**config.mk**
```make
export PLATFORM = sky130hd
export DESIGN_NAME = proc_control_unit_flat
export DESIGN_NICKNAME = d
export VERILOG_FILES = /design/src/rtl/proc_ctrl_pkg.sv /design/src/rtl/proc_control_unit_if.sv /design/src/rtl/ctrl_ir_fields.sv /design/src/rtl/proc_control_unit.sv /design/src/flat_wrapper.sv
export SDC_FILE = /design/constraint.sdc
export NUM_CORES = 1
export LEC_CHECK = 0
export CAP_MARGIN = 20
export CORE_MARGIN = 4
export CORE_UTILIZATION = 30
export DETAILED_ROUTE_END_ITERATION = 16
export HOLD_SLACK_MARGIN = 0.03
export PLACE_DENSITY = 0.85
export SYNTH_ARGS = -nofsm -noshare
export SYNTH_HDL_FRONTEND = slang
export SYNTH_SLANG_ARGS = --single-unit
```
**constraint.sdc**
```tcl
create_clock -name Clk -period 2.02 [get_ports Clk]
set_input_delay 0.505 -clock Clk [delete_from_list [all_inputs] [get_ports Clk]]
set_output_delay 0.505 -clock Clk [all_outputs]
set_load 0.1 [all_outputs]
```
**src/rtl/proc_ctrl_pkg.sv**
```systemverilog
// ---------------------------------------------------------------------------
// proc_ctrl_pkg
// Shared types and constants for the six-instruction processor controller:
//   - state_t  : 4-bit FSM state encoding (also exported on OutState)
//   - OP_*     : instruction opcodes carried in IR[15:12]
//   - ALU_*    : ALU operation select codes driven on ALU_s0
// ---------------------------------------------------------------------------
package proc_ctrl_pkg;

    typedef enum logic [3:0] {
        S_INIT      = 4'd0,
        S_FETCH     = 4'd1,
        S_DECODE    = 4'd2,
        S_NOOP      = 4'd3,
        S_LOAD_A    = 4'd4,
        S_LOAD_B    = 4'd5,
        S_STORE     = 4'd6,
        S_ADD       = 4'd7,
        S_SUB       = 4'd8,
        S_HALT      = 4'd9,
        S_STEP_WAIT = 4'd10
    } state_t;

    localparam logic [3:0] OP_NOOP  = 4'd0;
    localparam logic [3:0] OP_STORE = 4'd1;
    localparam logic [3:0] OP_LOAD  = 4'd2;
    localparam logic [3:0] OP_ADD   = 4'd3;
    localparam logic [3:0] OP_SUB   = 4'd4;
    localparam logic [3:0] OP_HALT  = 4'd5;

    localparam logic [2:0] ALU_PASS = 3'b000;
    localparam logic [2:0] ALU_ADD  = 3'b001;
    localparam logic [2:0] ALU_SUB  = 3'b010;

endpackage

```
**src/rtl/proc_control_unit_if.sv**
```systemverilog
// ---------------------------------------------------------------------------
// proc_control_unit_if
// Bundles the controller's instruction input and all datapath control lines.
//   master : the controller (consumes IR/Step, drives every control)
//   slave  : the PC / IR / RAM / register file / ALU side
// Optional macro CTRL_STEP_EN adds the single-step input Step.
// ---------------------------------------------------------------------------
interface proc_control_unit_if;
    logic [15:0] IR;
`ifdef CTRL_STEP_EN
    logic        Step;
`endif
    logic        PC_clr;
    logic        PC_up;
    logic        IR_ld;
    logic [7:0]  D_addr;
    logic        D_wr;
    logic        RF_s;
    logic [3:0]  RF_W_addr;
    logic        RF_W_en;
    logic [3:0]  RF_Ra_addr;
    logic [3:0]  RF_Rb_addr;
    logic [2:0]  ALU_s0;
    logic [3:0]  OutState;
    logic        Halted;

    modport master (
        input  IR,
`ifdef CTRL_STEP_EN
        input  Step,
`endif
        output PC_clr, PC_up, IR_ld, D_addr, D_wr, RF_s, RF_W_addr, RF_W_en,
               RF_Ra_addr, RF_Rb_addr, ALU_s0, OutState, Halted
    );

    modport slave (
        output IR,
`ifdef CTRL_STEP_EN
        output Step,
`endif
        input  PC_clr, PC_up, IR_ld, D_addr, D_wr, RF_s, RF_W_addr, RF_W_en,
               RF_Ra_addr, RF_Rb_addr, ALU_s0, OutState, Halted
    );
endinterface

```
**src/rtl/ctrl_ir_fields.sv**
```systemverilog
// ---------------------------------------------------------------------------
// ctrl_ir_fields
// Purely combinational split of the 16-bit instruction word.
//   ir      in  16  instruction register
//   opcode  out 4   IR[15:12]
//   ra      out 4   IR[11:8]  (STORE source, ADD/SUB operand A)
//   rb      out 4   IR[7:4]   (ADD/SUB operand B)
//   rw      out 4   IR[3:0]   (LOAD/ADD/SUB destination)
//   ld_addr out 8   IR[11:4]  (LOAD memory address)
//   st_addr out 8   IR[7:0]   (STORE memory address)
// ---------------------------------------------------------------------------
module ctrl_ir_fields (
    input  logic [15:0] ir,
    output logic [3:0]  opcode,
    output logic [3:0]  ra,
    output logic [3:0]  rb,
    output logic [3:0]  rw,
    output logic [7:0]  ld_addr,
    output logic [7:0]  st_addr
);
    assign opcode  = ir[15:12];
    assign ra      = ir[11:8];
    assign rb      = ir[7:4];
    assign rw      = ir[3:0];
    assign ld_addr = ir[11:4];
    assign st_addr = ir[7:0];
endmodule

```
**src/rtl/proc_control_unit.sv**
```systemverilog
// ---------------------------------------------------------------------------
// proc_control_unit
// Moore FSM controller for the six-instruction processor. Clears/increments
// the PC, loads the IR, decodes IR[15:12] and sequences RAM, register file
// and ALU controls.
// Ports:
//   Clk    in  system clock, rising edge
//   Reset  in  asynchronous active-high reset (forces INIT)
//   bus    master modport of proc_control_unit_if (IR in, all controls out)
// Parameters:
//   HALT_ON_ILLEGAL  1: opcodes 6..15 halt, 0: they execute as NOOP
//   INIT_CYCLES      cycles spent in INIT with PC_clr high (1..15)
// Optional macro CTRL_STEP_EN: adds bus.Step; completed instructions park in
// STEP_WAIT until Step is seen high.
// ---------------------------------------------------------------------------
module proc_control_unit
    import proc_ctrl_pkg::*;
#(
    parameter bit HALT_ON_ILLEGAL = 1'b1,
    parameter int INIT_CYCLES     = 1
) (
    input  logic               Clk,
    input  logic               Reset,
    proc_control_unit_if.master bus
);

    localparam logic [3:0] INIT_LAST = 4'(INIT_CYCLES - 1);

    // Where an executed instruction goes once it is done.
`ifdef CTRL_STEP_EN
    localparam state_t AFTER_EXEC = S_STEP_WAIT;
`else
    localparam state_t AFTER_EXEC = S_FETCH;
`endif

    state_t      state_reg, state_next;
    logic [3:0]  init_cnt_reg, init_cnt_next;

    logic [3:0]  opcode, ra, rb, rw;
    logic [7:0]  ld_addr, st_addr;

    ctrl_ir_fields u_fields (
        .ir      (bus.IR),
        .opcode  (opcode),
        .ra      (ra),
        .rb      (rb),
        .rw      (rw),
        .ld_addr (ld_addr),
        .st_addr (st_addr)
    );

    always_ff @(posedge Clk or posedge Reset) begin
        if (Reset) begin
            state_reg    <= S_INIT;
            init_cnt_reg <= 4'd0;
        end else begin
            state_reg    <= state_next;
            init_cnt_reg <= init_cnt_next;
        end
    end

    always_comb begin
        state_next     = state_reg;
        init_cnt_next  = init_cnt_reg;
        bus.PC_clr     = 1'b0;
        bus.PC_up      = 1'b0;
        bus.IR_ld      = 1'b0;
        bus.D_addr     = 8'd0;
        bus.D_wr       = 1'b0;
        bus.RF_s       = 1'b0;
        bus.RF_W_addr  = 4'd0;
        bus.RF_W_en    = 1'b0;
        bus.RF_Ra_addr = 4'd0;
        bus.RF_Rb_addr = 4'd0;
        bus.ALU_s0     = ALU_PASS;
        bus.Halted     = 1'b0;
        bus.OutState   = state_reg;

        case (state_reg)
            S_INIT: begin
                bus.PC_clr = 1'b1;
                if (init_cnt_reg >= INIT_LAST) begin
                    state_next    = S_FETCH;
                    init_cnt_next = 4'd0;
                end else begin
                    init_cnt_next = init_cnt_reg + 4'd1;
                end
            end
            S_FETCH: begin
                // IR captures mem[PC] on the same edge the PC advances.
                bus.IR_ld  = 1'b1;
                bus.PC_up  = 1'b1;
                state_next = S_DECODE;
            end
            S_DECODE: begin
                case (opcode)
                    OP_NOOP:  state_next = S_NOOP;
                    OP_STORE: state_next = S_STORE;
                    OP_LOAD:  state_next = S_LOAD_A;
                    OP_ADD:   state_next = S_ADD;
                    OP_SUB:   state_next = S_SUB;
                    OP_HALT:  state_next = S_HALT;
                    default:  state_next = HALT_ON_ILLEGAL ? S_HALT : S_NOOP;
                endcase
            end
            S_NOOP: begin
                state_next = AFTER_EXEC;
            end
            S_LOAD_A: begin
                // Address presented one cycle early to cover the RAM read latency.
                bus.D_addr    = ld_addr;
                bus.RF_s      = 1'b1;
                bus.RF_W_addr = rw;
                state_next    = S_LOAD_B;
            end
            S_LOAD_B: begin
                bus.D_addr    = ld_addr;
                bus.RF_s      = 1'b1;
                bus.RF_W_addr = rw;
                bus.RF_W_en   = 1'b1;
                state_next    = AFTER_EXEC;
            end
            S_STORE: begin
                bus.D_addr     = st_addr;
                bus.RF_Ra_addr = ra;
                bus.D_wr       = 1'b1;
                state_next     = AFTER_EXEC;
            end
            S_ADD, S_SUB: begin
                bus.RF_Ra_addr = ra;
                bus.RF_Rb_addr = rb;
                bus.RF_W_addr  = rw;
                bus.ALU_s0     = (state_reg == S_ADD) ? ALU_ADD : ALU_SUB;
                bus.RF_W_en    = 1'b1;
                state_next     = AFTER_EXEC;
            end
            S_HALT: begin
                bus.Halted = 1'b1;
            end
`ifdef CTRL_STEP_EN
            S_STEP_WAIT: begin
                if (bus.Step) state_next = S_FETCH;
            end
`endif
            default: begin
                state_next = S_INIT;
            end
        endcase
    end

endmodule

```
**src/flat_wrapper.sv**
```systemverilog
// flat-port wrapper written by rule: the top's interface ports become plain ports
module proc_control_unit_flat import proc_ctrl_pkg::*;
#(
    parameter bit HALT_ON_ILLEGAL = 1'b1,
    parameter int INIT_CYCLES     = 1
)
  (Clk, Reset, bus_IR, bus_PC_clr, bus_PC_up, bus_IR_ld, bus_D_addr, bus_D_wr, bus_RF_s, bus_RF_W_addr, bus_RF_W_en, bus_RF_Ra_addr, bus_RF_Rb_addr, bus_ALU_s0, bus_OutState, bus_Halted);
  proc_control_unit_if bus_i ();
  input  logic Clk;
  input  logic Reset;
  input wire logic [$bits(bus_i.IR)-1:0] bus_IR;
  output wire logic [$bits(bus_i.PC_clr)-1:0] bus_PC_clr;
  output wire logic [$bits(bus_i.PC_up)-1:0] bus_PC_up;
  output wire logic [$bits(bus_i.IR_ld)-1:0] bus_IR_ld;
  output wire logic [$bits(bus_i.D_addr)-1:0] bus_D_addr;
  output wire logic [$bits(bus_i.D_wr)-1:0] bus_D_wr;
  output wire logic [$bits(bus_i.RF_s)-1:0] bus_RF_s;
  output wire logic [$bits(bus_i.RF_W_addr)-1:0] bus_RF_W_addr;
  output wire logic [$bits(bus_i.RF_W_en)-1:0] bus_RF_W_en;
  output wire logic [$bits(bus_i.RF_Ra_addr)-1:0] bus_RF_Ra_addr;
  output wire logic [$bits(bus_i.RF_Rb_addr)-1:0] bus_RF_Rb_addr;
  output wire logic [$bits(bus_i.ALU_s0)-1:0] bus_ALU_s0;
  output wire logic [$bits(bus_i.OutState)-1:0] bus_OutState;
  output wire logic [$bits(bus_i.Halted)-1:0] bus_Halted;
  assign bus_i.IR = bus_IR;
  assign bus_PC_clr = bus_i.PC_clr;
  assign bus_PC_up = bus_i.PC_up;
  assign bus_IR_ld = bus_i.IR_ld;
  assign bus_D_addr = bus_i.D_addr;
  assign bus_D_wr = bus_i.D_wr;
  assign bus_RF_s = bus_i.RF_s;
  assign bus_RF_W_addr = bus_i.RF_W_addr;
  assign bus_RF_W_en = bus_i.RF_W_en;
  assign bus_RF_Ra_addr = bus_i.RF_Ra_addr;
  assign bus_RF_Rb_addr = bus_i.RF_Rb_addr;
  assign bus_ALU_s0 = bus_i.ALU_s0;
  assign bus_OutState = bus_i.OutState;
  assign bus_Halted = bus_i.Halted;
  proc_control_unit #(.HALT_ON_ILLEGAL(HALT_ON_ILLEGAL), .INIT_CYCLES(INIT_CYCLES)) u_core (.Clk(Clk), .Reset(Reset), .bus(bus_i));
endmodule
```
==> results of run 1 <==
[stage by stage]
step	TNS [ns]	setup WS [ns]
2_1_floorplan	-23.62	-1.21
3_3_place_gp	0	0.0802
3_5_place_dp	-0.00199	-0.00199
[kinds of logic after synthesis]
kind of cell / Yosys count / share of synthesized area [%]
compound gates: 19 / 25.8
xor+xnor: 1 / 1.56
buf+inv: 7 / 8.44
flops: 4 / 17.8
other cells: 1 / 0.666
simple gates: 34 / 45.8
[cell usage after synthesis (2+ instances only)]
cell / n / share of area (%)
a21o_1: 2 / 2.7
a22o_1: 8 / 12
and2_1: 8 / 8.9
or3b_1: 3 / 4.7
nor2_1: 3 / 2.0
dfrtp_1: 4 / 18
nor2b_1: 7 / 7.8
nand2b_1: 3 / 3.3
a21oi_1: 4 / 3.6
buf_4: 3 / 4.0
buf_2: 2 / 1.8
==> results.yml, run 1 <==
placed_design:
  dp.cells: 145
  io_buffer_count: 50
  place_area_um2: 1630
  place_congestion: 0.803
  dp_hpwl_um: 2640
clocking:
  cts_buffers: 3
  clock_tree.buffer_depth: 2
  cts.sinks: 4
  cts_setup_buffers: 12
  cts_max_level: 1
  cts-hold-fix-buffers: 0
  cts-root-buf: "clkbuf_4"
  cts.repair.resized: 9
logic_synthesis:
  syn-cell-area_um2: 563
  synth_edf_count: 0
  syn_inst: 66
  yosysUniqueCellTypes: 30
  ys_ff_latch: 4
  postSynthAreaPerCell_um2: 8.53
  yosysSeqAreaShare_pct: 17.8
  synth_ff_type: "dfrtp_1"
  synthArstFlopShare_pct: 100
  ys_warn_count: 0
  syn_nets: 84
floorplanning:
  io_pins: 52
  die_width_um: 51.3
  start_util_pct: 32.3
  die_h_um: 51.3
  rows: 15
status:
  haltStage: "clock tree synthesis"
  toolErrorMsg: "[ERROR DPL-0038] Utilization greater than 100%, impossible to legalize"
  outcome: "aborted with a tool error"
==> run 2: changes to the inputs <==
- CORE_AREA: default -> 4 4 65 67
- CORE_MARGIN: 4 -> default
- CORE_UTILIZATION: 30 -> default
- DIE_AREA: default -> 0 0 69 71
- HOLD_SLACK_MARGIN: 0.03 -> default
- PLACE_DENSITY: 0.85 -> default
- PLACE_DENSITY_LB_ADDON: default -> 0.15
==> run 2 against run 1 <==
The flow now finishes, with violations (setup timing). Synthesized area did not move. Synthesized cell count did not move.
==> results.yml, run 2 <==
setup_path:
  worstPathRequired_ns: 1.51
  reg2reg_slack_ns: 0.56
  crit_type: "reg2out"
  rr_startpoint: "u_core.bus.OutState[2]"
  reg2reg_to: "u_core.bus.OutState[1]"
  rr_worst_depth: 6
  cp-startpoint: "u_core.bus.OutState[0]"
  critPathMaxFanout: 5
  crit_path_end_kind: "output pin"
  worst_setup_path_start_kind: "flip-flop"
  crit_path_end: "bus_RF_W_addr[3]"
  cp.arrival_ns: 1.70
floorplanning:
  rows: 22
  start_util_pct: 15.5
  coreArea_um2: 3630
  die_h_um: 71
  io_pins: 52
  dieArea_um2: 4900
  die_width_um: 69
sta:
  final-hold-violation-count: 0
  fin_setup_tns_ns: -2.51
  setup_viol: 24
  drv_slew: 0
  final.period_utilization_pct: 109
  period_needed_ns: 2.20
  fin_skew_ns: 0.00327
  setup_slack_ns: -0.184
  rsz0062_at_grt: "yes"
  max_freq_mhz: 454
logic_synthesis:
  yosysTopAreaCellShare_pct: 17.8
  yosysUniqueCellTypes: 30
  postSynthAreaPerCell_um2: 8.53
  synth_compound_area_share_pct: 25.8
  synth_ff_type: "dfrtp_1"
  synthArstFlopShare_pct: 100
  synth_edf_count: 0
  ys_ff_latch: 4
  syn-cell-area_um2: 563
  synth_common_cells: "8 x a22o_1, 8 x and2_1, 7 x nor2b_1"
  yosys-top-cells-area: "dfrtp_1 18%, a22o_1 12%, and2_1 8.9%"
  synth_area_leader_cell: "dfrtp_1"
  syn_nets: 84
  ys_warn_count: 0
  yosys.area_share.simple_pct: 45.8
  yosysSeqAreaShare_pct: 17.8
  syn_inst: 66
  muxShareOfSynthArea_pct: 0
  synth_xor_area_share_pct: 1.56
  synth_top_family_by_area: "simple AND/OR/NAND/NOR gates"
  synth-adder-area-share_pct: 0
cells_and_area:
  layout.nets: 157
  largest_register_ffs: 4
  final_layout_size_suffix_gt1_share_pct: 70.1
  final_cell_mix: "38 x buf_12, 17 x clkdlybuf4s50_1, 14 x buf_4"
  diodes: 0
  syn2layout_area_growth_pct: 239
  layout_commonest_cell: "buf_12"
global_route:
  grt_usage_pct: 11.3
  met3_usage_pct: 1.99
  grt_use_met2_pct: 21.0
  met1_usage_pct: 12.8
  antenna_found_initial: 0
  grt.busiest_layer: "met2"
  grt_pass1_vias: 839
  grt_max_degree: 11
  grt_pass1_wl_um: 4500
  gr-total-overflow: 0
routing:
  ant_nets: 0
  post_drt_via_cell_ratio: 4.18
  first_iter_violations: 7
  drc: 0
  dr.pass1.iters: 3
  dr_total_vias: 773
  wl_per_cell_um: 14.1
  drt-total-wl_um: 2610
pwr:
  p_leak_nw: 0.808
  ir_drop_mv: 1.40
  power_mw: 2.50
  power_density_nw_per_um2: 1310
clocking:
  cts_tree: "built"
  cts-root-buf: "clkbuf_8"
  cts.sinks: 4
  cts_buffers: 3
  worstSkewPairLatency_ns: 0.22
  cts_max_level: 1
  clock_tree.buffer_depth: 2
  clk_pin_slew_ns: 0.03
placed_design:
  place_congestion: 0.813
  dp_hpwl_um: 2010
  io_buffer_count: 50
status:
  outcome: "complete, but fails checks"
  failed_checks: "setup timing"
job:
  maxCapViolations: 0
hold_path:
  hp-class: "in2async"
==> run 2: kinds of logic (layout without fill, tap and decap cells) <==
family	Yosys count	count (layout)
other	1	1
AO/OA/AOI/OAI	19	19
XOR/XNOR	1	1
flip-flops	4	4
AND/OR/NAND/NOR	34	34
buffers and inverters	7	78
==> run 2: layer usage <==
layer | part of all wire [%] | vias to the layer above
met4 | 1.1 | 0
met3 | 4.7 | 2
met1 | 38 | 360
met5 | 0 | -
li1 | - | 382
met2 | 56 | 29
==> run 2: power by group <==
| group | internal [mW] | switching (mW) | leakage [nW] | total (mW) |
|---|---|---|---|---|
| Combinational | 0.881 | 1.25 | 0.741 | 2.13 |
| Sequential | 0.133 | 0.0689 | 0.0448 | 0.202 |
| Clock | 0.128 | 0.0485 | 0.0216 | 0.176 |
==> run 2: per-stage QoR <==
stage	instance area, um^2	setup slack, ns	utilization [%]	cells	hold WS (ns)
5_1_grt	1910	-0.267	52.5	185	0.506
2_1_floorplan	746	-1.21	-	66	0.271
3_3_place_gp	1690	0.0200	46.6	168	0.659
4_1_cts	1870	-0.183	51.5	182	0.504
6_report	1910	-0.184	52.5	185	0.491
3_5_place_dp	1690	-0.00509	46.6	168	0.675
==> run 2: repair_timing <==
action,4_1_cts,5_1_grt
endpoints found under the setup margin,23,27
pin swaps,8,6
gates resized for setup,6,3
hold buffers,0,0
buffers inserted,12,3
==> run 2: worst max-delay path: stages (launching register included) <==
cell	delay, ns
dfrtp_4	0.50
nor4b_4	0.33
buf_4	0.17
a21oi_2	0.03
buf_6	0.14
nor2b_4	0.12
buf_12	0.18
==> run 2: final cells by class <==
type	count	area (um^2)
repair buffers	74	1090
fillers	326	1730
well taps	48	60.1
inverters	1	3.75
flip-flops and latches	4	115
multi-input cells	55	594
clock buffers	3	41.3
==> run 2: worst min-delay path by stage <==
stage / startpoint / end / slack (ns) / cells past startpoint
3_3_place_gp: u_core.bus.OutState[2] / u_core.bus.OutState[3] / 0.66 / 2
3_5_place_dp: u_core.bus.OutState[2] / u_core.bus.OutState[3] / 0.67 / 2
4_1_cts: Reset / u_core.bus.OutState[3] / 0.50 / 2
2_1_floorplan: Reset / u_core.bus.OutState[0] / 0.27 / 1
6_report: Reset / u_core.bus.OutState[1] / 0.49 / 2
5_1_grt: Reset / u_core.bus.OutState[3] / 0.51 / 2
(Power assumes the default switching activity.)
